<file path="config.mk">
export PLATFORM = sky130hd
export DESIGN_NAME = alias_window_ctrl
export DESIGN_NICKNAME = d
export VERILOG_FILES = /design/src/rtl/harvos_guard_pkg.sv /design/src/rtl/sat_counter.sv /design/src/rtl/alias_window_ctrl.sv
export SDC_FILE = /design/constraint.sdc
export NUM_CORES = 1
export LEC_CHECK = 0
export CORE_ASPECT_RATIO = 0.6
export CORE_MARGIN = 4
export CORE_UTILIZATION = 46
export DETAILED_ROUTE_END_ITERATION = 12
export PLACE_DENSITY_LB_ADDON = 0.2
export SLEW_MARGIN = 5
export SYNTH_ARGS = -nofsm -noshare
export SYNTH_HDL_FRONTEND = slang
export SYNTH_SLANG_ARGS = --single-unit
export TNS_END_PERCENT = 1
</file>
<file path="constraint.sdc">
create_clock -name clk -period 4.1 [get_ports clk]
set_input_delay 1.025 -clock clk [delete_from_list [all_inputs] [get_ports clk]]
set_output_delay 1.025 -clock clk [all_outputs]
set_load 0.02 [all_outputs]
</file>
<file path="src/rtl/harvos_guard_pkg.sv">
// rtl/harvos_guard_pkg.sv - shared types and helpers for the Harvard-alias write guard
package harvos_guard_pkg;

  typedef enum logic [1:0] {
    ST_IDLE     = 2'd0,
    ST_OPEN     = 2'd1,
    ST_COOLDOWN = 2'd2,
    ST_LOCKED   = 2'd3
  } win_state_e;

  localparam int COOLDOWN_CYCLES = 2;

  function automatic logic is_exec_write(input logic valid, input logic en, input logic hit);
    return valid & en & hit;
  endfunction

endpackage

</file>
<file path="src/rtl/sat_counter.sv">
// rtl/sat_counter.sv - saturating up-counter with synchronous clear
module sat_counter #(
  parameter int W = 16
) (
  input  logic         clk,
  input  logic         rst_n,
  input  logic         clear,
  input  logic         inc,
  output logic [W-1:0] q
);

  logic [W-1:0] cnt_q, cnt_d;

  always_comb begin
    cnt_d = cnt_q;
    if (clear) begin
      cnt_d = '0;
    end else if (inc && (cnt_q != {W{1'b1}})) begin
      cnt_d = cnt_q + W'(1);
    end
  end

  always_ff @(posedge clk) begin
    if (!rst_n) begin
      cnt_q <= '0;
    end else begin
      cnt_q <= cnt_d;
    end
  end

  assign q = cnt_q;

endmodule

</file>
<file path="src/rtl/alias_window_ctrl.sv">
// rtl/alias_window_ctrl.sv - pre-LOCK override window sequencer and exec-write telemetry
// Optional: ALIAS_WIN_AUTOLOCK_EN locks automatically after the final window's cooldown.
module alias_window_ctrl
  import harvos_guard_pkg::*;
#(
  parameter int WIN_CYCLES  = 1024,
  parameter int MAX_WINDOWS = 4,
  parameter int CNT_W       = 16
) (
  input  logic                             clk,
  input  logic                             rst_n,
  input  logic                             lock_req_i,
  input  logic                             win_req_i,
  input  logic                             win_close_i,
  input  logic                             write_valid_i,
  input  logic                             write_en_i,
  input  logic                             hit_exec_ppn_i,
  output logic                             lock_o,
  output logic                             allow_override_prelock_o,
  output logic                             win_ack_o,
  output logic                             win_nack_o,
  output logic                             win_timeout_o,
  output logic [$clog2(MAX_WINDOWS+1)-1:0] win_used_o,
  output logic [CNT_W-1:0]                 blocked_cnt_o,
  output logic [CNT_W-1:0]                 override_cnt_o
);

  localparam int TW = $clog2(WIN_CYCLES);
  localparam int UW = $clog2(MAX_WINDOWS + 1);
  localparam logic [UW-1:0] MAX_W = UW'(MAX_WINDOWS);

  win_state_e    state_q, state_d;
  logic [TW-1:0] timer_q, timer_d;
  logic [UW-1:0] used_q, used_d;
  logic          lock_q, lock_d;
  logic          override_q, override_d;
  logic          ack_q, ack_d;
  logic          nack_q, nack_d;
  logic          timeout_q, timeout_d;
  logic          exec_wr, ovr_inc, blk_inc;

  always_comb begin
    state_d   = state_q;
    timer_d   = timer_q;
    used_d    = used_q;
    ack_d     = 1'b0;
    nack_d    = 1'b0;
    timeout_d = 1'b0;
    case (state_q)
      ST_IDLE: begin
        if (lock_req_i) begin
          state_d = ST_LOCKED;
        end else if (win_req_i) begin
          if (used_q < MAX_W) begin
            state_d = ST_OPEN;
            ack_d   = 1'b1;
            used_d  = used_q + UW'(1);
            timer_d = TW'(WIN_CYCLES - 1);
          end else begin
            nack_d = 1'b1;
          end
        end
      end
      ST_OPEN: begin
        timer_d = timer_q - TW'(1);
        if (lock_req_i) begin
          state_d = ST_LOCKED;
        end else if (win_close_i) begin
          state_d = ST_COOLDOWN;
          timer_d = TW'(COOLDOWN_CYCLES - 1);
        end else if (timer_q == '0) begin
          state_d   = ST_COOLDOWN;
          timeout_d = 1'b1;
          timer_d   = TW'(COOLDOWN_CYCLES - 1);
        end
      end
      ST_COOLDOWN: begin
        // The timer is reused to hold the guard closed while in-flight writes drain.
        if (lock_req_i) begin
          state_d = ST_LOCKED;
        end else if (timer_q == '0) begin
`ifdef ALIAS_WIN_AUTOLOCK_EN
          state_d = (used_q == MAX_W) ? ST_LOCKED : ST_IDLE;
`else
          state_d = ST_IDLE;
`endif
        end else begin
          timer_d = timer_q - TW'(1);
        end
      end
      ST_LOCKED: begin
        nack_d = win_req_i;
      end
      default: begin
        state_d = ST_IDLE;
      end
    endcase
    // Override only while staying OPEN, so it falls on the same edge LOCK rises.
    override_d = (state_q == ST_OPEN) && (state_d == ST_OPEN);
    lock_d     = (state_d == ST_LOCKED);
  end

  always_ff @(posedge clk) begin
    if (!rst_n) begin
      state_q    <= ST_IDLE;
      timer_q    <= '0;
      used_q     <= '0;
      lock_q     <= 1'b0;
      override_q <= 1'b0;
      ack_q      <= 1'b0;
      nack_q     <= 1'b0;
      timeout_q  <= 1'b0;
    end else begin
      state_q    <= state_d;
      timer_q    <= timer_d;
      used_q     <= used_d;
      lock_q     <= lock_d;
      override_q <= override_d;
      ack_q      <= ack_d;
      nack_q     <= nack_d;
      timeout_q  <= timeout_d;
    end
  end

  assign exec_wr = is_exec_write(write_valid_i, write_en_i, hit_exec_ppn_i);
  assign ovr_inc = exec_wr & override_q & ~lock_q;
  assign blk_inc = exec_wr & ~ovr_inc;

  sat_counter #(.W(CNT_W)) u_blocked_cnt (
    .clk   (clk),
    .rst_n (rst_n),
    .clear (1'b0),
    .inc   (blk_inc),
    .q     (blocked_cnt_o)
  );

  sat_counter #(.W(CNT_W)) u_override_cnt (
    .clk   (clk),
    .rst_n (rst_n),
    .clear (1'b0),
    .inc   (ovr_inc),
    .q     (override_cnt_o)
  );

  assign lock_o                   = lock_q;
  assign allow_override_prelock_o = override_q;
  assign win_ack_o                = ack_q;
  assign win_nack_o               = nack_q;
  assign win_timeout_o            = timeout_q;
  assign win_used_o               = used_q;

endmodule

</file>
* After elaboration in Yosys (flattened, before gate mapping)
Index checks and enable logic that the tools add are counted.
Storage, ports and cells: register bits 52, input bits 8, output and inout bits 40, word-level logic and storage cells 73
Cells by class: add/subtract/negate cells 4, magnitude comparators 1, equality and inequality tests 12, mux-type cells 24, bitwise logic cells 12, reductions and logical operators 10
Operators by type and width (number):
- 10-bit two-way mux | 8
- 16-bit by 1-bit adder with 16-bit output, second input constant | 2
- 16-bit != test, second input constant | 2
- 10-bit one-hot mux with 3 select lines | 1
- 2-bit two-way mux | 8
- 10-bit zero test | 1
- 2-bit != test, second input constant | 5
- 10-bit by 1-bit subtractor with 10-bit output, second input constant | 1
- 4-bit OR reduction | 2
- 1-bit inverter | 7
- 2-bit == test, second input constant | 3
- 2-bit one-hot mux with 3 select lines | 1
- 6-bit AND reduction | 1
- 1-bit AND | 5
- 1-bit two-way mux | 5
- 2-bit by 1-bit == test with 1-bit output, second input constant | 2
- 4-bit AND reduction | 1
- 3-bit by 1-bit adder with 3-bit output, second input constant | 1
- 1-bit logical AND | 3
- 3-bit < comparator, second input constant | 1
- 3-bit nonzero test | 1
- 2-bit zero test | 1
- 1-bit one-hot mux with 2 select lines | 1

* Depth between registers and ports, before layout
Gate-level depths: netlist of run 1.
word-level depth 7, mapped depth 8, mapped depth without buffers 7

* By module
A second synthesis of run 1 with hierarchy kept.
Unflattened totals: cells, all modules 333, area, all modules 3004.1 sq um
Modules (own cells, without submodules):
- sat_counter | times used 2, cells an instance 91, area an instance 864.6 sq um, sequential area each 320.3 sq um
- alias_window_ctrl | times used 1, cells an instance 151, area an instance 1275.0 sq um, sequential area each 400.4 sq um

* Worst setup path after synthesis of run 1
Ideal clock, no wire load.
path type input-to-reg, start input hit_exec_ppn_i, end register u_blocked_cnt.cnt_q[14] (netlist: u_blocked_cnt.q[14]), setup time 128 ps, data arrival time 2375 ps, data required time 3972 ps, path slack 1597 ps, stages on the path 5, buffers on the path 0, cells stage by stage nand3_1 -> or4b_2 -> nor4_1 -> xnor2_1 -> nor2_1
Between the ends: word-level cells in the longest chain between the ends 6
RTL lines:
- start: declaration | line alias_window_ctrl.sv:17 | input logic hit_exec_ppn_i,
- 1-bit AND * | line harvos_guard_pkg.sv:14 | return valid & en & hit;
- 1-bit AND (2 in a row) | line alias_window_ctrl.sv:126 | assign ovr_inc = exec_wr & override_q & ~lock_q;
- 1-bit inverter | line alias_window_ctrl.sv:127 | assign blk_inc = exec_wr & ~ovr_inc;
- 1-bit AND * | line alias_window_ctrl.sv:127
- 1-bit logical AND * | line sat_counter.sv:18 | end else if (inc && (cnt_q != {W{1'b1}})) begin
- end signal: assignment | line sat_counter.sv:27 | cnt_q <= cnt_d;
- end: declaration | line sat_counter.sv:12 | logic [W-1:0] cnt_q, cnt_d;
Every way passes the cells marked *; elsewhere a longest branch is shown, timed or not. A chain may end at the register's enable or synchronous reset.

* Final worst setup path of run 1
start input write_valid_i, end register u_blocked_cnt.cnt_q[14] (netlist: u_blocked_cnt.q[14])
Between the ends: word-level cells in the longest chain between the ends 7
RTL lines:
- start: declaration | line alias_window_ctrl.sv:15 | input logic write_valid_i,
- 1-bit AND * (2 in a row) | line harvos_guard_pkg.sv:14
- 1-bit AND (2 in a row) | line alias_window_ctrl.sv:126
- 1-bit inverter | line alias_window_ctrl.sv:127
- 1-bit AND * | line alias_window_ctrl.sv:127
- 1-bit logical AND * | line sat_counter.sv:18
Marked as above.

==> results of run 1 <==
==> layout by cell type, fill, tap and decap left out, types with 6 or more instances in the layout <==
cell type        Yosys  routed
a21oi_1             13      13
and3_1              10      10
clkbuf_8             0       6
clkdlybuf4s50_1      0      47
dfxtp_1             52      52
ha_1                10      10
inv_1               10      10
nand2_1             15      15
nand3_1             11      11
nand4_1              8       8
nor2_1              40      40
nor3_1              14      14
nor4_1               7       7
o211ai_1             6       6
o21ai_0             14      14
xnor2_1             11      11
xor2_1              11      11
==> cells by family after synthesis <==
kind of cell	share of synthesized area [%]
fa+ha+maj	4.66
mux	0.373
buf+inv	4.06
simple gates	27.3
xor+xnor	7.18
compound gates	17.6
flops	38.8
==> sequential cells by signal, indices dropped and copies added, names as in the netlist <==
name,flops
allow_override_prelock_o,1
lock_o,1
state_q,2
timer_q,10
u_blocked_cnt.q,16
u_override_cnt.q,16
win_ack_o,1
win_nack_o,1
win_timeout_o,1
win_used_o,3
==> cell type report <==
cell class	count	share of cell area, %
inverters	11	1.24
multi-input cells	238	46.1
flip-flops and latches	52	31.3
clock inverters	2	1.17
well taps	80	3.01
clock buffers	6	2.49
repair buffers	49	14.6
==> power groups by stage <==
stage | Combinational (uW) | Clock [uW] | Sequential, uW
floorplan | 457 | 0 | 641
global placement | 552 | 0 | 645
detailed placement | 564 | 0 | 649
CTS | 567 | 383 | 638
global route | 626 | 404 | 649
finish | 577 | 373 | 640
==> routing by layer <==
layer  wire (um)  GRT usage [%]  vias to the layer above
li1            -              -                     1238
met1        3380           28.6                     1126
met2        2500           23.9                       92
met3         432           4.39                        8
met4          62           5.10                        0
met5           0              0                        -
==> cell usage after synthesis (5+ instances only) <==
cell type	count	area share, %
nor3_1	14	2.6
xnor2_1	11	3.6
nand4_1	8	1.9
and3_1	10	2.3
nand2_1	15	2.1
clkbuf_1	11	1.5
nor4_1	7	1.6
ha_1	10	4.7
nand3_1	11	2.1
nand2b_1	5	1.2
nor2_1	40	5.6
a21oi_1	13	2.4
inv_1	10	1.4
o21ai_0	14	2.6
dfxtp_1	52	39
o211ai_1	6	1.7
xor2_1	11	3.6
or4_1	5	1.4
a32o_1	5	1.9
==> through the flow <==
stage	utilization [%]	area (um^2)	total power, uW	setup slack, ns	instances
2_1_floorplan	-	2680	1100	1.60	314
3_3_place_gp	56.9	3200	1200	1.03	430
3_5_place_dp	56.9	3200	1210	0.980	430
4_1_cts	59.1	3320	1590	1.31	438
5_1_grt	59.1	3320	1680	1.16	438
6_report	59.1	3320	1590	1.30	438
==> worst register-to-register path, delay by kind of cell, from the launching register on <==
kind,cells,cell delay [ns]
AND/OR/NAND/NOR,2,0.74
adder cells (fa/ha/maj),1,0.16
buffers and inverters,1,0.11
flip-flops,1,0.34
AO/OA/AOI/OAI,3,0.85
==> path summary, 6_finish.rpt <==
kind,startpoint,end,slack [ns],cells past startpoint
max,write_valid_i,u_blocked_cnt.q[14],1.30,6
min,timer_q[8],timer_q[8],0.50,1
max reg2reg,timer_q[0],timer_q[5],1.81,7
min reg2reg,timer_q[8],timer_q[8],0.50,1
==> results.md, run 1 <==
- Status: finished, final reports clean
- CTS tree: built
- Crit path max-delay family: simple AND/OR/NAND/NOR gates
- Final hold slack: 0.504 ns
- Die Y: 67.2 um
- Num CTS Buffers: 5
- Seq/Total Area, Yosys: 38.8%
- PortBufs: 47
- Synth async-reset ratio: 0%
- Core ar.: 0.00562 mm^2
- Post-CTS setup buffer count: 0
- Max-cap violations: 0
- Clock latency on the worst-skew pair: 0.31 ns
- Mapped Cells: 314
- Final setup viols: 0
- CP max-delay cell: or4b_2
- Layout area overhead: 23.8%
- Max incr delay on CP: 0.77 ns
- Post-synth EDFFs: 0
- Fin crit period: 2.80 ns
- Cell leakage power: 0.00115 uW
- Internal power: 994 uW
- Rel. slew slack: 42.8%
- Synthesized cell area: 0.00268 mm^2
- Total die area: 0.00716 mm^2
- Gate power share: 36.3%
- Area of the multi-input gates: 0.00153 mm^2
- Initial antenna violation count: 0
- DR WL/cell: 14.6 um
- Post-synth cell types: 53
- Root Buffer: clkbuf_8
- Switching Fraction: 37.5%
- Pins Over Slew Limit: 0
- Gpl congestion: 0.880
- Syn_nets: 332
- DRT iter0 DRCs: 167
- First-pass GRT wire length: 10.5 mm
- Period utilisation layout: 68.4%
- Clk pwr share: 23.5%
- Initial Util: 47.7%
- Top Ports: 48
- Vias in the first global route: 2,180
- Mapped Avg Cell Area: 8.54 um^2
- Max Clock Freq: 357 MHz
- Clock Skew: 0.00702 ns
- Critical path launch point type: primary input
- Worst-path cell chain: clkdlybuf4s50_1 > nand3_1 > or4b_2 > nor4_1 > xnor2_1 > nor2_1
- Maximum vdd ir drop: 224 uV
- Fillers: 535
- H-tree depth: 2
- Clock transition at path regs: 0.10 ns
- Detailed Route WL: 6.38 mm
- CP required: 4.29 ns
- Main synth FF type: dfxtp_1
- DRT Pass-1 Iters: 6
- Final nets: 375
- GRT overflow: 0
- Tightest Pin Transition: 0.851 ns
- DRC viols: 0
- Hold Crit Class: reg -> reg
- Largest net degree at the start of global routing: 36
- Synth Register Bits: 52
- Final TNS setup: 0 ns
- Power per cell area: 478 mW/mm^2
- YS warnings: 0
- WP data arrival: 3.00 ns
- CTS resizes: 0
- Via-to-Cell Ratio: 5.63
- Post-DRT Antenna Nets: 0
- CP max FO: 7
- Reg area: 0.00104 mm^2
- RSZ-0062 raised after global routing: no
- Die Wd: 107 um
- CTS Sinks: 52
- Clock Tree Buf Depth: 2
- Rows: 21
- CP Class: in -> reg
- WP buf/inv: 1
- Vias: 2,464
- Tot GR Track Use: 18.2%
- Fraction of layout cells with a size suffix above 1: 4.47%
- Psw: 595 uW
- # hold bufs at CTS: 0
- Inserted Diodes: 0
- Reg power frac: 40.3%
- Detailed placement HPWL: 4.51 mm
- Final Hold Vio Count: 0
- CP endpoint kind: register
(Power assumes the default switching activity.)
==> inputs of run 2 (changes only) <==
==> constraint.sdc (replaced) <==
create_clock -name clk -period 2.8 [get_ports clk]
set_input_delay 0.7 -clock clk [delete_from_list [all_inputs] [get_ports clk]]
set_output_delay 0.7 -clock clk [all_outputs]
set_load 0.02 [all_outputs]
==> run 2 against run 1 <==
  * Power up 57%
  * Cell count rose by 1.1%
  * Sequential power up 46%
  * Design area up 2.3%
  * Flip-flop and latch count did not move
  * First-iteration DRC count shrank 33%
  * Register-to-register slack lost 1.2 ns
  * Worst setup slack lost 0.88 ns
  * Critical endpoint unchanged
  * Largest cell class unchanged
==> results.md, run 2 (synthesis gave the netlist of run 1 again) <==
- Clock latency on the worst-skew pair: 0.31 ns
- Die Wd: 107 um
- Rel. slew slack: 60.1%
- Largest net degree at the start of global routing: 35
- Root Buffer: clkbuf_8
- CP required: 2.99 ns
- Total die area: 0.00716 mm^2
- Period utilisation layout: 85.2%
- First-pass GRT wire length: 11.2 mm
- Rows: 21
- Critical path launch point type: primary input
- Top Ports: 48
- Hold Crit Class: reg -> reg
- Detailed placement HPWL: 4.65 mm
- WP data arrival: 2.58 ns
- Initial antenna violation count: 0
- # hold bufs at CTS: 0
- Final nets: 380
- Clock transition at path regs: 0.10 ns
- CTS resizes: 0
- CP max FO: 5
- DRT iter0 DRCs: 112
- Final setup viols: 0
- DRC viols: 0
- Post-DRT Antenna Nets: 0
- Placed instance area: 0.00324 mm^2
- Pins Over Slew Limit: 0
- Fin crit period: 2.39 ns
- RSZ-0062 raised after global routing: no
- Die Y: 67.2 um
- Fraction of layout cells with a size suffix above 1: 5.79%
- Final TNS setup: 0 ns
- Pre-CTS setup slack: 0.0825 ns
- Num CTS Buffers: 5
- Cell leakage power: 0.00119 uW
- CTS tree: built
- Vias: 2,498
- Most frequent cells in the layout: 52 x dfxtp_1, 47 x clkdlybuf4s50_1, 40 x nor2_1
- Tot GR Track Use: 19.2%
- Clock Skew: 0.00701 ns
- Max incr delay on CP: 0.73 ns
- Clock Tree Buf Depth: 2
- Max-cap violations: 0
- Final hold slack: 0.515 ns
- Maximum vdd ir drop: 313 uV
- Vias in the first global route: 2,385
- Worst-path cell chain: clkdlybuf4s50_1 > nand3_1 > or4b_2 > nor4_1 > xnor2_1 > nor2_1
- GRT overflow: 0
- PnR worst setup slack: 0.415 ns
- Via-to-Cell Ratio: 5.64
- Initial Util: 47.7%
- Post-CTS setup buffer count: 0
- Gpl congestion: 0.864
- Inserted Diodes: 0
- Post-layout util: 60.4%
- Most common cell after layout, fill and taps aside: dfxtp_1
- Core ar.: 0.00562 mm^2
- Tightest Pin Transition: 0.593 ns
- Design area: 0.00340 mm^2
- Power per cell area: 734 mW/mm^2
- CP endpoint kind: register
- Max Clock Freq: 419 MHz
- Layout area overhead: 26.6%
- H-tree depth: 2
- DR WL/cell: 14.8 um
- PortBufs: 47
- CP max-delay cell: or4b_2
- CTS Sinks: 52
- Final Hold Vio Count: 0
- Detailed Route WL: 6.56 mm
- DRT Pass-1 Iters: 4
- CP Class: in -> reg
- Status: finished, final reports clean
==> run 2: cell count changes in the layout (fill, tap and decap cells not counted) <==
cell | before | now
buf_4 | 2 | 7
bufinv_16 | 1 | 3
clkbuf_8 | 6 | 5
clkinv_4 | 1 | 0
==> run 2: critical path, delay by kind of cell <==
kind                      cells  cell delay [ns]
xor gates and xnor gates      1             0.16
buffers and inverters         1             0.46
and+or+nand+nor               4             1.25
==> run 2: area by class of cell <==
class / instances / area [um^2]
well taps: 80 / 100
multi-input cells: 238 / 1530
clock inverters: 3 / 90.1
flip-flops and latches: 52 / 1040
fillers: 530 / 2230
repair buffers: 54 / 523
clock buffers: 5 / 68.8
inverters: 11 / 41.3
==> run 2: metal layers <==
metal / GRT usage (%) / share of wire [%] / vias up
li1: - / - / 1250
met1: 28.2 / 54 / 1167
met2: 29.2 / 40 / 71
met3: 4.01 / 5.4 / 10
met4: 4.15 / 0.73 / 0
met5: 0 / 0 / -
==> run 2: final timing paths <==
kind,depth (start not counted),from,slack [ns],endpoint
setup reg to reg,7,timer_q[0],0.57,timer_q[7]
hold reg to reg,1,u_override_cnt.q[4],0.51,u_override_cnt.q[4]
hold / removal,1,u_override_cnt.q[4],0.51,u_override_cnt.q[4]
setup / recovery,6,write_valid_i,0.41,u_blocked_cnt.q[14]
==> run 2: stage by stage <==
step	power (uW)	cells
finish	2490	443
global route	2630	443
CTS	2490	443
detailed placement	1780	435
global placement	1770	435
floorplan	1610	314
==> run 2: where the power goes <==
| part | switching [uW] | internal (uW) | leakage (uW) |
|---|---|---|---|
| sequential | 109 | 829 | 0.000422 |
| combinational | 506 | 345 | 0.000690 |
| clock | 259 | 447 | 0.0000784 |
